===== config.mk =====
export PLATFORM = sky130hd
export DESIGN_NAME = jtframe_dcrm_sched
export DESIGN_NICKNAME = d
export VERILOG_FILES = /design/src/rtl/jtframe_dcrm_sched.sv
export SDC_FILE = /design/constraint.sdc
export NUM_CORES = 1
export LEC_CHECK = 0
export ABC_AREA = 1
export BUFFER_PORTS_ARGS = -buffer_cell sky130_fd_sc_hd__buf_2
export CAP_MARGIN = 10
export CORE_MARGIN = 5
export CORE_UTILIZATION = 55
export DETAILED_ROUTE_END_ITERATION = 10
export PLACE_DENSITY = 0.77
export SKIP_LAST_GASP = 1
export SYNTH_ARGS = -nofsm -noshare
export SYNTH_HDL_FRONTEND = slang
export SYNTH_SLANG_ARGS = --single-unit

===== constraint.sdc =====
create_clock -name clk -period 5.5 [get_ports clk]
set_input_delay 1.1 -clock clk [delete_from_list [all_inputs] [get_ports clk]]
set_output_delay 1.1 -clock clk [all_outputs]
set_load 0.05 [all_outputs]

===== src/rtl/jtframe_dcrm_sched.sv =====
// Time-shared DC-removal filter: CH audio channels share one error-feedback
// integrator datapath, served round-robin by a two-state scheduler.
module jtframe_dcrm_sched #(
  parameter int SW = 8,
  parameter int CH = 4
) (
  input  logic             clk,
  input  logic             rst,
  input  logic [CH-1:0]    sample,
  input  logic [CH*SW-1:0] din,
  input  logic [CH-1:0]    clr,
  output logic [CH*SW-1:0] dout,
  output logic [CH-1:0]    dout_vld,
  output logic [CH-1:0]    ovr,
  output logic             busy
);

  localparam int DW = 10;
  localparam int AW = SW + 11;
  localparam int IW = (CH > 1) ? $clog2(CH) : 1;

  typedef enum logic {IDLE, CALC} state_t;

  state_t                state;
  logic [CH-1:0]         pending;
  logic [SW-1:0]         holding [CH];
  logic signed [AW-1:0]  integ   [CH];
  logic signed [AW-1:0]  error   [CH];
  logic [IW-1:0]         last;
  logic [IW-1:0]         sel;
  logic [SW-1:0]         operand;

  logic                  found;
  logic [IW-1:0]         pick;
  logic                  take;

  logic signed [AW-1:0]  exact;
  logic signed [SW:0]    q;
  logic signed [SW:0]    pre;
  logic signed [AW-1:0]  integ_nxt;
  logic signed [AW-1:0]  error_nxt;

  // Round-robin search starting just after the last served channel
  always_comb begin
    found = 1'b0;
    pick  = '0;
    for (int i = 1; i <= CH; i++) begin
      if (!found && pending[(int'(last) + i) % CH]) begin
        found = 1'b1;
        pick  = IW'((int'(last) + i) % CH);
      end
    end
  end

  assign take = (state == IDLE) && found;
  assign busy = (state == CALC);

  // The truncation error is fed back on the next sample so the DC estimate
  // keeps all fractional precision while the output stays SW bits wide.
  assign exact     = integ[sel] + error[sel];
  assign q         = exact[SW+DW:DW];
  assign pre       = $signed({1'b0, operand}) - q;
  assign integ_nxt = integ[sel] + {{(AW-SW-1){pre[SW]}}, pre};
  assign error_nxt = exact - {q, {DW{1'b0}}};

  // A new sample always wins over the scheduler's clear so none is lost
  always_ff @(posedge clk) begin
    if (rst) begin
      pending <= '0;
      ovr     <= '0;
    end else begin
      for (int n = 0; n < CH; n++) begin
        if (sample[n]) begin
          pending[n] <= 1'b1;
          if (pending[n]) ovr[n] <= 1'b1;
        end else if (take && int'(pick) == n) begin
          pending[n] <= 1'b0;
        end
      end
    end
  end

  always_ff @(posedge clk) begin
    if (!rst) begin
      for (int n = 0; n < CH; n++) begin
        if (sample[n]) holding[n] <= din[n*SW +: SW];
      end
    end
  end

  always_ff @(posedge clk) begin
    if (rst) begin
      state    <= IDLE;
      last     <= IW'(CH - 1);
      sel      <= '0;
      operand  <= '0;
      dout     <= '0;
      dout_vld <= '0;
    end else begin
      dout_vld <= '0;
      case (state)
        IDLE: begin
          if (found) begin
            sel     <= pick;
            operand <= holding[pick];
            state   <= CALC;
          end
        end
        CALC: begin
          dout[int'(sel)*SW +: SW] <= pre[SW-1:0];
          dout_vld[sel]            <= 1'b1;
          last                     <= sel;
          state                    <= IDLE;
        end
        default: state <= IDLE;
      endcase
    end
  end

  // A clear on the same edge as a CALC write to that channel takes priority
  always_ff @(posedge clk) begin
    if (rst) begin
      for (int n = 0; n < CH; n++) begin
        integ[n] <= '0;
        error[n] <= '0;
      end
    end else begin
      for (int n = 0; n < CH; n++) begin
        if (clr[n]) begin
          integ[n] <= '0;
          error[n] <= '0;
        end else if (state == CALC && int'(sel) == n) begin
          integ[n] <= integ_nxt;
          error[n] <= error_nxt;
        end
      end
    end
  end

endmodule

==> flow_summary_export.csv, run 1 <==
group,metric,value,unit
route,wl,27.7,mm
clocking,cts_hold_buf,0,
synthesis,yosysSeqAreaShare,53.3,%
clocking,root_buffer,"clkbuf_16",
timing,rsz0062_at_grt,"true",
clocking,clk_pin_slew,0.06,ns
layout,area_growth,22.2,%
clocking,clkSinkCount,207,
global_routing,grt_pass1_wl,42.5,mm
timing,period_share,97.0,%
global_routing,grt_use_total,23.7,%
timing,finalSetupViolations,0,
synthesis,synthFlopType,"edfxtp_1",
synthesis,synth_compound_area_share,9.50,%
synthesis,syn_area,10600,sq um
placed_design,portBuffers,82,
synthesis,ys_ff_latch,207,
timing,worst_pin_slew,0.803,ns
synthesis,synth.most_common_cell,"nor2_1",
critical_path,end_kind,"register",
die,coreArea,18800,sq um
placed_design,gp_congestion,0.931,
synthesis,syn_avg_cell_area,8.99,sq um
layout,final_layout_size_suffix_gt1_share,22.8,%
synthesis,synth.yosys.warnings,0,
route,vias_per_cell,5.52,
synthesis,muxShareOfSynthArea,0,%
synthesis,synth.top_cell.area_share,42.1,%
hold_path,min_from,"dout[22]$_SDFFE_PP0P_",
timing,relSlewSlack,46.3,%
clocking,htreeDepth,1,
route,antenna_left,0,
die,die_y,149,microns
route,wl_per_cell,17.3,microns
timing,fin_crit,5.34,ns
critical_path,start_kind,"register",
synthesis,synth_cell_types,46,
synthesis,yosysTopAreaCell,"edfxtp_1",
clocking,clockBufferDepth,3,
die,io_pins,83,
clocking,cts_inserted_buffers,22,
synthesis,ys_async_sr_fraction,0,%
layout,multi_input_area,4690,sq um
global_routing,antenna_found_initial,0,
synthesis,synthCells,1174,
synthesis,synth-adder-area-share,5.90,%
critical_path,r2r-end,"integ[0][12]$_SDFFCE_PN0P_",
die,dieArea,22100,sq um
synthesis,synth_top_family_by_area,"simple AND/OR/NAND/NOR gates",
die,rows,50,
critical_path,crit_arrival,5.57,ns
clocking,cts_tree,"built",
critical_path,critPathMaxFanout,13,
critical_path,r2r_setup_slack,0.16,ns
critical_path,crit_type,"register to register",
route,first_pass_iters,6,
job,maxCapViolations,0,
route,dr.first_iter.drc_count,643,
global_routing,grt_overflow,0,
hold_path,holdPathStages,2,
timing,drv_slew,0,
placed_design,place_hpwl,18.1,mm
outcome,outcome,"finished, final reports clean",
layout,finish.net_count,1411,
hold_path,worstHoldEndpoint,"dout[22]$_SDFFE_PP0P_",
critical_path,critPathRequiredTime,5.73,ns
synthesis,yosys.area_share.simple,22.9,%
critical_path,critical_path.max_stage_delay,0.43,ns
synthesis,synth_area_leaders,"edfxtp_1 (42%), dfxtp_1 (11%), nor2_1 (7.8%), nand2_1 (7.3%), ha_1 (5.3%)",
layout,ff_latch_area,5630,sq um
global_routing,grt_pass1_vias,8540,
critical_path,ff2ff_path_depth,28,
route,num_vias,8802,
die,initial_core_util,56.1,%
hold_path,hold_class,"register to register",
die,die_w,149,microns
timing,fin_ws,0.162,ns
layout,utilization,68.5,%
synthesis,synth_xor_area_share,2.82,%
route,drc,0,
timing,max_freq,187,MHz
critical_path,cpMaxStageDelayCell,"dfxtp_4",
timing,hold_viol_final,0,
synthesis,synth_common_cells,"nor2_1 (220), nand2_1 (205), edfxtp_1 (148)",
global_routing,grt_max_degree,41,
synthesis,syn-num-nets,1264,
layout,nFillCells,1403,
timing,fin_skew,0.00828,ns
placed_design,pre_cts_ws,-0.0910,ns
critical_path,crit_top_cell,"nor2_1",
clocking,clk_latency,0.51,ns
synthesis,synth-edff-count,148,
layout,diodes,0,
-- layout make-up --
type / instances / area share (%)
Inverter: 98 / 2.95
Timing Repair Buffer: 168 / 9.23
Clock buffer: 29 / 4.88
Clock inverter: 10 / 0.388
Multi-Input combinational cell: 824 / 36.4
Tap cell: 260 / 2.52
Sequential cell: 207 / 43.7
-- worst max-delay path, delay by kind of cell (launching register included) --
| family | cells | cell delay (ns) |
|---|---|---|
| buffers and inverters | 6 | 0.81 |
| AOI/OAI and AO/OA | 8 | 1.48 |
| DFF | 1 | 0.43 |
| adders and majority gates | 3 | 0.96 |
| xor gates and xnor gates | 2 | 0.34 |
| and+or+nand+nor | 9 | 1.03 |
-- per-stage QoR --
| stage | TNS, ns | std cells | area [sq um] | hold WS (ns) |
|---|---|---|---|---|
| detailed placement | -0.551 | 1544 | 11700 | 0.454 |
| global route | -2.65 | 1596 | 12900 | 0.487 |
| global placement | 0 | 1544 | 11700 | 0.447 |
| finish | 0 | 1596 | 12900 | 0.462 |
| floorplan | 0 | 1174 | 10600 | 0.469 |
| CTS | -0.105 | 1584 | 12400 | 0.464 |
-- worst max-delay path by stage --
stage	from	endpoint	slack (ns)	cells past startpoint
6_report	register	integ[0][12]$_SDFFCE_PN0P_	0.16	28
5_1_grt	register	integ[1][17]$_SDFFCE_PN0P_	-0.14	34
3_5_place_dp	register	integ[2][18]$_SDFFCE_PN0P_	-0.09	34
2_1_floorplan	register	integ[0][15]$_SDFFCE_PN0P_	0.05	31
4_1_cts	register	integ[3][16]$_SDFFCE_PN0P_	-0.02	33
3_3_place_gp	register	integ[1][18]$_SDFFCE_PN0P_	0.02	32
-- logic make-up after synthesis --
| family | count (synthesis) |
|---|---|
| DFF | 207 |
| adders and majority gates | 48 |
| xor gates and xnor gates | 34 |
| buffers and inverters | 143 |
| AOI/OAI and AO/OA | 183 |
| and+or+nand+nor | 559 |
-- timing repair --
action                     in CTS  in global routing
pin swaps                       1                 24
resized for setup               3                 92
setup endpoints to repair      18                 52
gates cloned                    0                  4
setup buffers                   1                  7
-- state kept, by name, summed over array words and instances, names as in the netlist, named ones only --
name      cells
integ        76
error        40
dout         32
holding      32
operand       8
dout_vld      4
ovr           4
pending       4
last          2
sel           2
busy          1
-- cells in the final DEF (no fill, tap or decap), types with 17 or more instances in the layout --
cell       netlist  layout
dfxtp_1         59      57
nand2_2         15      23
buf_2            6      82
o21ai_0         65      44
o21ai_1          2      17
edfxtp_1       148     148
buf_4            1      75
xor2_1          22      18
ha_1            45      36
nand2_1        205     197
nor2_1         220     216
clkbuf_16        0      28
nand3_1         83      79
inv_1           90      88
a21oi_1         72      60
-- routing by layer --
layer,up-vias,share of wire [%],global-route usage (%)
li1,4228,-,-
met1,4152,40,30.6
met2,359,50,40.8
met3,63,7.9,4.66
met4,0,2.8,6.65
met5,-,0,0
Power of run 1 is left out: the tool's default activity adds up to more than one toggle a clock period on the data nets, which glitch-free logic cannot reach.
==> inputs of run 2 (changes only) <==
Settings changed: CTS_BUF_LIST set to sky130_fd_sc_hd__clkbuf_8 sky130_fd_sc_hd__clkbuf_16.
==> flow_summary_export.csv, run 2 (synthesis gave the netlist of run 1 again) <==
group,metric,value,unit
route,antenna_left,0,
route,vias_per_cell,5.51,
global_routing,grt_use_total,23.7,%
layout,final_cell_mix,"nor2_1 (216), nand2_1 (197), edfxtp_1 (148), inv_1 (92), buf_2 (82)",
clocking,cts_tree,"built",
die,die_w,149,microns
layout,instances_no_fill,1596,
route,num_vias,8792,
layout,final_layout_size_suffix_gt1_share,22.8,%
die,die_y,149,microns
timing,period_share,97.3,%
layout,diodes,0,
route,first_pass_iters,5,
job,maxCapViolations,0,
critical_path,cpMaxStageDelayCell,"dfxtp_4",
route,wl,27.8,mm
layout,area_growth,22.2,%
placed_design,portBuffers,82,
placed_design,dp.cells,1544,
timing,max_freq,187,MHz
timing,fin_crit,5.35,ns
route,wl_per_cell,17.4,microns
outcome,outcome,"finished, final reports clean",
die,rows,50,
timing,drv_slew,0,
layout,largest_reg_flops,76,
die,initial_core_util,56.1,%
global_routing,antenna_found_initial,0,
global_routing,grt_overflow,0,
critical_path,crit_top_cell,"nor2_1",
critical_path,start_kind,"register",
timing,worst_pin_slew,0.793,ns
critical_path,end_kind,"register",
clocking,root_buffer,"clkbuf_16",
timing,hold_viol_final,0,
global_routing,grt_max_degree,41,
critical_path,crit_arrival,5.59,ns
critical_path,critPathMaxFanout,13,
die,coreArea,18800,sq um
clocking,clkSinkCount,207,
clocking,htreeDepth,1,
timing,rsz0062_at_grt,"true",
layout,regMostFlops,"integ",
global_routing,grt_pass1_wl,42.5,mm
timing,fin_skew,0.00860,ns
critical_path,critical_path.max_stage_delay,0.44,ns
clocking,cts_inserted_buffers,22,
layout,top_regs,"integ: 76 flops, error: 40 flops",
layout,nFillCells,1403,
clocking,clockBufferDepth,3,
clocking,clk_pin_slew,0.06,ns
placed_design,gp_congestion,0.931,
critical_path,critPathRequiredTime,5.74,ns
timing,finalSetupViolations,0,
clocking,clk_latency,0.51,ns
layout,finish.net_count,1411,
route,drc,0,
hold_path,hold_class,"register to register",
die,dieArea,22100,sq um
timing,relSlewSlack,46.9,%
layout,final_common_cell,"nor2_1",
critical_path,crit_type,"register to register",
placed_design,place_hpwl,18.1,mm
global_routing,grt_pass1_vias,8540,
route,dr.first_iter.drc_count,651,
die,io_pins,83,
## run 2: changes by cell type in the layout (fill, tap and decap cells not counted)
cell	change
inv_1	+4
clkbuf_1	-4
## run 2: critical path, delay by kind of cell (launching register included)
family                   cells  cell delay (ns)
adder cells (fa/ha/maj)      3             0.96
XOR/XNOR                     2             0.33
buffers and inverters        6             0.81
AO/OA/AOI/OAI                8             1.50
AND/OR/NAND/NOR              9             1.03
flip-flops                   1             0.44
## run 2: metrics by stage
stage          area, sq um  TNS [ns]  setup slack, ns  utilization (%)  hold WS, ns
6_report             12900         0            0.149             68.5        0.461
5_1_grt              12900     -2.65           -0.141             68.5        0.487
4_1_cts              12400    -0.105          -0.0180             65.8        0.464
3_5_place_dp         11700    -0.551          -0.0910             62.1        0.454
3_3_place_gp         11700         0           0.0227             62.1        0.447
2_1_floorplan        10600         0           0.0494                -        0.469
## run 2: final timing paths
check,start,to,slack (ns),cells past startpoint
setup / recovery,register,integ[1][10]$_SDFFCE_PN0P_,0.15,28
hold / removal,dout[21]$_SDFFE_PP0P_,dout[21]$_SDFFE_PP0P_,0.46,2
hold reg to reg,dout[21]$_SDFFE_PP0P_,dout[21]$_SDFFE_PP0P_,0.46,2
setup reg to reg,register,integ[1][10]$_SDFFCE_PN0P_,0.15,28
## run 2: timing repair
| action | 4_1_cts | 5_1_grt |
|---|---|---|
| gates resized for setup | 3 | 92 |
| buffers inserted | 1 | 7 |
| hold buffers | 0 | 0 |
| endpoints found under the setup margin | 18 | 52 |
| pin swaps | 1 | 24 |
| cloned | 0 | 4 |
## run 2: layout make-up
cell class	instances	area (sq um)	share of cell area (%)
clock buffers	25	614	4.76
clock inverters	14	65.1	0.505
inverters	98	380	2.95
multi-input cells	824	4690	36.4
flip-flops and latches	207	5630	43.7
well taps	260	325	2.52
repair buffers	168	1190	9.23
## run 2: metal layers
layer / share of wire (%) / track usage, %
met5: 0 / 0
met4: 2.5 / 6.65
met2: 50 / 40.8
met1: 40 / 30.6
met3: 7.4 / 4.66
Power of run 2 is left out for the same reason.
==> inputs of run 3 (changes only) <==
Settings changed: REMOVE_ABC_BUFFERS set to 1.
==> flow_summary_export.csv, run 3 (synthesis gave the netlist of run 1 again) <==
group,metric,value,unit
clocking,cts_inserted_buffers,22,
critical_path,cpMaxStageDelayCell,"dfxtp_4",
layout,finish.net_count,1408,
global_routing,grt_pass1_wl,42.4,mm
layout,nFillCells,1316,
outcome,violations,"setup timing",
global_routing,antenna_found_initial,0,
critical_path,ff2ff_path_depth,35,
route,num_vias,8959,
layout,final_common_cell,"nor2_1",
placed_design,gp_congestion,0.931,
route,first_pass_iters,6,
timing,hold_viol_final,0,
die,die_y,149,microns
timing,period_share,102,%
global_routing,grt_overflow,0,
timing,timing.setup.tns,-0.588,ns
route,antenna_left,0,
layout,top_regs,"integ: 76 flops, error: 40 flops",
global_routing,grt_use_total,23.8,%
layout,largest_reg_flops,76,
hold_path,min_from,"ovr[0]$_SDFFE_PP0P_",
layout,area_growth,23.6,%
die,rows,50,
timing,drv_slew,0,
placed_design,placed_area,11500,sq um
die,initial_core_util,56.1,%
job,maxCapViolations,0,
global_routing,grt_max_degree,47,
clocking,clkSinkCount,207,
critical_path,crit_arrival,5.85,ns
layout,design_area,13000,sq um
clocking,cts_tree,"built",
die,dieArea,22100,sq um
timing,relSlewSlack,21.7,%
timing,fin_skew,0.0184,ns
critical_path,critPathRequiredTime,5.74,ns
route,dr.first_iter.drc_count,870,
clocking,clk_latency,0.52,ns
layout,utilization,69.3,%
clocking,htreeDepth,1,
hold_path,hold_class,"register to register",
route,vias_per_cell,5.62,
layout,diodes,0,
route,wl,29.3,mm
global_routing,grt_pass1_vias,8594,
placed_design,place_hpwl,17.8,mm
die,io_pins,83,
critical_path,crit_type,"register to register",
timing,worst_pin_slew,1.16,ns
timing,finalSetupViolations,8,
critical_path,end_kind,"register",
clocking,clk_pin_slew,0.06,ns
hold_path,worstHoldEndpoint,"ovr[0]$_SDFFE_PP0P_",
timing,max_freq,178,MHz
critical_path,r2r-end,"integ[2][18]$_SDFFCE_PN0P_",
clocking,clockBufferDepth,3,
layout,final_layout_size_suffix_gt1_share,24.0,%
critical_path,r2r_setup_slack,-0.11,ns
layout,regMostFlops,"integ",
critical_path,crit_top_cell,"nand2_1",
critical_path,critPathMaxFanout,6,
outcome,outcome,"finished with violations",
route,drc,0,
critical_path,critical_path.max_stage_delay,0.38,ns
timing,rsz0062_at_grt,"true",
placed_design,portBuffers,82,
timing,fin_ws,-0.115,ns
hold_path,holdPathStages,2,
route,wl_per_cell,18.4,microns
layout,final_cell_mix,"nor2_1 (212), nand2_1 (193), edfxtp_1 (148), inv_1 (95), buf_2 (82)",
die,die_w,149,microns
clocking,root_buffer,"clkbuf_16",
timing,fin_crit,5.61,ns
critical_path,start_kind,"register",
die,coreArea,18800,sq um
run 3: changes by cell type in the layout (fill, tap and decap cells not counted), sizes merged:
cell,previous run,this run
buf,163,162
clkinv,8,5
bufinv,0,2
inv,102,104
clkbuf,30,27
run 3: how the worst max path moves through the flow:
stage               startpoint                    endpoint  depth (start not counted)
global route          register  integ[2][18]$_SDFFCE_PN0P_                         35
floorplan             register  integ[0][15]$_SDFFCE_PN0P_                         30
CTS                   register  integ[2][18]$_SDFFCE_PN0P_                         36
global placement      register  integ[1][17]$_SDFFCE_PN0P_                         32
finish                register  integ[2][18]$_SDFFCE_PN0P_                         35
detailed placement    register  integ[1][15]$_SDFFCE_PN0P_                         31
run 3: what timing repair did:
action | 4_1_cts | 5_1_grt
gates cloned | 0 | 6
pin swaps | 2 | 42
setup endpoints to repair | 24 | 45
hold buffers | 0 | 0
resized for setup | 4 | 122
setup buffers | 2 | 23
run 3: layer usage:
layer	up-vias	share of wire, %	global-route usage (%)
met3	96	7.9	3.47
met5	-	0	0
met2	435	51	42.3
met4	0	3.7	8.13
li1	4230	-	-
met1	4198	37	29.6
run 3: worst max-delay path, delay by kind of cell, from the launching register on:
| kind | cells | cell delay, ns |
|---|---|---|
| AOI/OAI and AO/OA | 9 | 1.40 |
| DFF | 1 | 0.38 |
| and+or+nand+nor | 14 | 1.30 |
| adders and majority gates | 4 | 1.03 |
| xor gates and xnor gates | 2 | 0.40 |
| buffers and inverters | 6 | 0.82 |
run 3: stage by stage:
stage	hold WS, ns	std cells	setup slack (ns)
2_1_floorplan	0.469	1129	-1.13
3_3_place_gp	0.444	1523	0.156
3_5_place_dp	0.454	1523	-0.0677
4_1_cts	0.463	1564	0.00207
5_1_grt	0.492	1593	-0.387
6_report	0.460	1593	-0.115
run 3: layout make-up:
class                           count  area, sq um  area share [%]
Clock buffer                       24          578            4.43
Clock inverter                     15          134            1.03
Inverter                           98          379            2.91
Multi-Input combinational cell    824         4850            37.2
Sequential cell                   207         5630            43.2
Tap cell                          260          325            2.49
Timing Repair Buffer              165         1150            8.79
Power of run 3 is left out for the same reason.
